**config.mk**
```make
export PLATFORM = sky130hd
export DESIGN_NAME = onehot_state_encoder
export DESIGN_NICKNAME = d
export VERILOG_FILES = /design/src/rtl/onehot_state_encoder.sv
export SDC_FILE = /design/constraint.sdc
export NUM_CORES = 1
export LEC_CHECK = 0
export BUFFER_PORTS_ARGS = -buffer_cell sky130_fd_sc_hd__buf_2
export CAP_MARGIN = 10
export CORE_MARGIN = 4
export CORE_UTILIZATION = 53
export CTS_BUF_LIST = sky130_fd_sc_hd__clkbuf_8 sky130_fd_sc_hd__clkbuf_16
export DETAILED_ROUTE_END_ITERATION = 10
export PLACE_DENSITY = 0.88
export SYNTH_ARGS = -nofsm -noshare
export SYNTH_HDL_FRONTEND = slang
export SYNTH_SLANG_ARGS = --single-unit
export TNS_END_PERCENT = 5
```
**constraint.sdc**
```tcl
create_clock -name clk -period 4.1 [get_ports clk]
set_input_delay 0.41 -clock clk [delete_from_list [all_inputs] [get_ports clk]]
set_output_delay 0.41 -clock clk [all_outputs]
set_load 0.01 [all_outputs]
```
**src/rtl/onehot_state_encoder.sv**
```systemverilog
// onehot_state_encoder: converts a one-hot position enable vector back into
// a state index (0 = no state). The stage holds one registered result and
// uses valid/ready handshakes on both sides. Malformed vectors (none-hot or
// multi-hot) are flagged and counted in a saturating error counter.
// Optional feature macro: ONEHOT_ENC_HOLD_LAST_EN -- when defined, malformed
// vectors report the most recent well-formed index instead of 0 or the
// lowest set bit.
module onehot_state_encoder #(
  parameter int N_STATES  = 15,
  parameter int AT_W      = 4,
  parameter int ERR_CNT_W = 8
) (
  input  logic                 clk,
  input  logic                 rst,
  input  logic                 in_valid,
  output logic                 in_ready,
  input  logic [N_STATES-1:0]  en_vec,
  output logic                 out_valid,
  input  logic                 out_ready,
  output logic [AT_W-1:0]      at,
  output logic                 none_hot,
  output logic                 multi_hot,
  output logic [ERR_CNT_W-1:0] err_count
);

  logic                 out_valid_q, out_valid_d;
  logic [AT_W-1:0]      at_q, at_d;
  logic                 none_q, none_d;
  logic                 multi_q, multi_d;
  logic [ERR_CNT_W-1:0] err_q, err_d;
`ifdef ONEHOT_ENC_HOLD_LAST_EN
  logic [AT_W-1:0]      last_q, last_d;
`endif

  logic                 accept;
  logic                 none_c, multi_c;
  logic [AT_W-1:0]      low_c;

  // The slot frees up when it is empty or being drained this cycle.
  assign in_ready = !rst && (!out_valid_q || out_ready);
  assign accept   = in_valid && in_ready;

  // Classify the incoming vector and find its lowest set bit (index+1).
  always_comb begin
    none_c  = ~|en_vec;
    // Clearing the lowest set bit leaves something only if 2+ bits were set.
    multi_c = |(en_vec & (en_vec - N_STATES'(1)));
    low_c   = '0;
    for (int i = N_STATES - 1; i >= 0; i--) begin
      if (en_vec[i]) low_c = AT_W'(i + 1);
    end
  end

  // Next-state for the output slot, error counter and last-valid index.
  always_comb begin
    out_valid_d = out_valid_q;
    at_d        = at_q;
    none_d      = none_q;
    multi_d     = multi_q;
    err_d       = err_q;
`ifdef ONEHOT_ENC_HOLD_LAST_EN
    last_d      = last_q;
`endif
    // en_vec is only looked at on an accept, so garbage on an idle bus
    // never reaches the registers.
    if (accept) begin
      out_valid_d = 1'b1;
      none_d      = none_c;
      multi_d     = multi_c;
`ifdef ONEHOT_ENC_HOLD_LAST_EN
      if (none_c || multi_c) begin
        at_d = last_q;
      end else begin
        at_d   = low_c;
        last_d = low_c;
      end
`else
      at_d = low_c;
`endif
      if ((none_c || multi_c) && (err_q != {ERR_CNT_W{1'b1}}))
        err_d = err_q + ERR_CNT_W'(1);
    end else if (out_ready) begin
      out_valid_d = 1'b0;
    end
  end

  // State registers; reset discards any held result.
  always_ff @(posedge clk) begin
    if (rst) begin
      out_valid_q <= 1'b0;
      at_q        <= '0;
      none_q      <= 1'b0;
      multi_q     <= 1'b0;
      err_q       <= '0;
`ifdef ONEHOT_ENC_HOLD_LAST_EN
      last_q      <= '0;
`endif
    end else begin
      out_valid_q <= out_valid_d;
      at_q        <= at_d;
      none_q      <= none_d;
      multi_q     <= multi_d;
      err_q       <= err_d;
`ifdef ONEHOT_ENC_HOLD_LAST_EN
      last_q      <= last_d;
`endif
    end
  end

  assign out_valid = out_valid_q;
  assign at        = at_q;
  assign none_hot  = none_q;
  assign multi_hot = multi_q;
  assign err_count = err_q;

endmodule

```
==> impl_metrics.ini <==
[floorplanning]
die_h_um = 51.8
core_area_um2 = 1760
io_pins = 35
die_area_um2 = 2690
dieWidth_um = 51.8
row_count = 15
start_util_pct = 57.7

[worst_setup_path]
slowest_stage = or4_4
crit_arrival_ns = 2.43
cp-startpoint = en_vec[3]
endpoint_kind = flop
path_class = primary input to flop
reg2reg_slack_ns = 1.87
path_cells = buf_2 -> or4_4 -> or4_1 -> nand3_2 -> and4b_1 -> o41ai_1 -> a21oi_1
startpoint_type = primary input
worstReg2RegEnd = err_count[4]
reg2reg_from = out_valid
ff2ff_path_depth = 6
worstPathMaxFanout = 10
critical_path.max_stage_delay_ns = 0.55
crit_required_ns = 4.28

[logic_synthesis]
async_reset_ff_share_pct = 0
synth_ff_type = dfxtp_1
synth_seq_cells = 15
ys_seq_area_share_pct = 29.5
synth_top_area_share_pct = 29.5
syn_inst = 129
ys_top_cells_by_area = dfxtp_1 29%, nor2_1 5.2%, a21oi_1 4.9%, o21ai_0 3.9%, a21oi_2 3.4%
synth-edff-count = 0
synthesis.area_um2 = 1020
synth.distinct_cells = 42
synthesis.nets = 149
yosys.area.top_type = dfxtp_1
avgSynthCellArea_um2 = 7.90
yosysWarnings = 0

[global_routing]
grt_start_max_net_pins = 15
grt_first_pass_wirelength_mm = 4.71
antenna_found_initial = 0
first_global_vias = 1101
track_usage_pct = 23.3
grt_overflow = 0

[outcome]
status = finished, final reports clean

[sta]
min_period_over_period_pct = 55.0
rsz0062_at_grt = no
skew_ns = 0.00501
fmax_mhz = 444
max-slew-margin-rel_pct = 66.5
finalSetupViolCount = 0
fin_crit_ns = 2.25
worst-slew-pin-transition_ns = 0.498
hold_viol = 0
holdWs_ns = 0.399
maxSlewViolCount = 0
setup_slack_ns = 1.85
tns_ns = 0

[finish]
drive_above_1_share_pct = 31.9
final_common_cell = buf_2
nets = 184
final_core_util_pct = 70.1
final_cell_mix = 34 x buf_2, 15 x dfxtp_1, 14 x nor2_1
stdcell_count = 188
final_area_um2 = 1240
n_antenna_cell = 0
syn_to_final_growth_pct = 21.4

[min_path]
whs_endpoint = out_valid
hold_path_startpoint = in_valid
hp-class = primary input to flop
hold_depth = 3

[drt]
dr.first_iter.drc_count = 49
drt-total-wl_mm = 2.82
postRouteAntennaNets = 0
via_per_inst = 6.38
post_drt_wl_per_cell_um = 15.0
vias = 1200
drc = 0
drtPass1Iterations = 4

[power_and_ir_drop]
switchingPower_mw = 0.0935
power_frac_clock_pct = 36.7
p_comb_share_pct = 17.3
p_leak_nw = 0.495
power_density_nw_per_um2 = 269
swShare_pct = 28.1
ir_drop_mv = 0.209
seqPwrFrac_pct = 45.9
total_power_mw = 0.333
power.internal_mw = 0.239

[clock_network]
numClockSinks = 15
h-tree-depth = 1
post_cts_buffers = 0
cts_buffers = 3
cts_tree = done
hold_buffers = 0
cts_resized = 0
clockRootBuffer = clkbuf_8
clk_pin_slew_ns = 0.06
cts.path.max_buffers = 2
insertion_delay_ns = 0.25

[placement]
dpl.hpwl_mm = 2.06
pre_cts_slack_ns = 1.60
post-place-cells = 184
placed_cell_area_um2 = 1190
portBuffers = 34
routabilityCongestion = 0.886

[run]
max_cap_viol_count = 0
## cell usage after synthesis, types with 2 or more instances
library cell,count
dfxtp_1,15
nor2_1,14
a21oi_1,10
o21ai_0,8
nand2_1,7
inv_1,6
nand3_1,6
nor3_1,5
a21oi_2,4
nor4_1,4
o21ai_1,4
or3_2,4
nand4_1,3
o31ai_1,3
or4_1,3
a31oi_1,2
buf_6,2
clkbuf_1,2
nand2b_1,2
nor2b_1,2
o41ai_1,2
## worst max-delay path: cells and delay by family
| kind | cells | cell delay, ns |
|---|---|---|
| simple gates | 4 | 1.62 |
| compound gates | 2 | 0.28 |
| buf+inv | 1 | 0.13 |
## how the worst max path moves through the flow
stage | end | slack (ns) | depth (start not counted)
floorplan | err_count[6] | 1.95 | 7
global route | err_count[4] | 1.75 | 6
finish | err_count[7] | 1.85 | 7
global placement | err_count[6] | 1.66 | 7
CTS | err_count[7] | 1.87 | 7
detailed placement | err_count[6] | 1.60 | 7
## area by class of cell
| type | instances | area [um2] |
|---|---|---|
| inverters | 6 | 22.5 |
| flip-flops and latches | 15 | 300 |
| multi-input cells | 104 | 666 |
| well taps | 25 | 31.3 |
| clock buffers | 3 | 41.3 |
| fillers | 165 | 528 |
| repair buffers | 34 | 170 |
| clock inverters | 1 | 5.00 |
## flip-flops by register name, indices dropped and copies added (netlist names)
register / count
at: 4
err_count: 8
multi_hot: 1
none_hot: 1
out_valid: 1
## layer usage
layer / global-route usage (%) / vias to the layer above / routed length [um] / share of wire (%)
met5: 0 / - / 0 / 0
met4: 12.7 / 0 / 77 / 2.7
met3: 6.59 / 15 / 261 / 9.3
met2: 37.2 / 65 / 1320 / 47
met1: 27.8 / 553 / 1160 / 41
li1: - / 567 / - / -
## cells by family after synthesis
kind of cell             count (synthesis)  synth area share, %
adder cells (fa/ha/maj)                  1                 1.23
flip-flops                              15                 29.5
AO/OA/AOI/OAI                           43                 28.7
buffers and inverters                   10                 5.16
multiplexers                             1                0.983
AND/OR/NAND/NOR                         59                 34.4
## power groups by stage
stage | Clock, mW | Sequential, mW | Combinational [mW]
after global routing | 0.132 | 0.153 | 0.0638
after floorplan | 0 | 0.158 | 0.0276
after detailed placement | 0 | 0.156 | 0.0566
after CTS | 0.125 | 0.153 | 0.0568
after global placement | 0 | 0.156 | 0.0536
final | 0.122 | 0.153 | 0.0577
No activity file was read; power rests on OpenSTA's default activity.
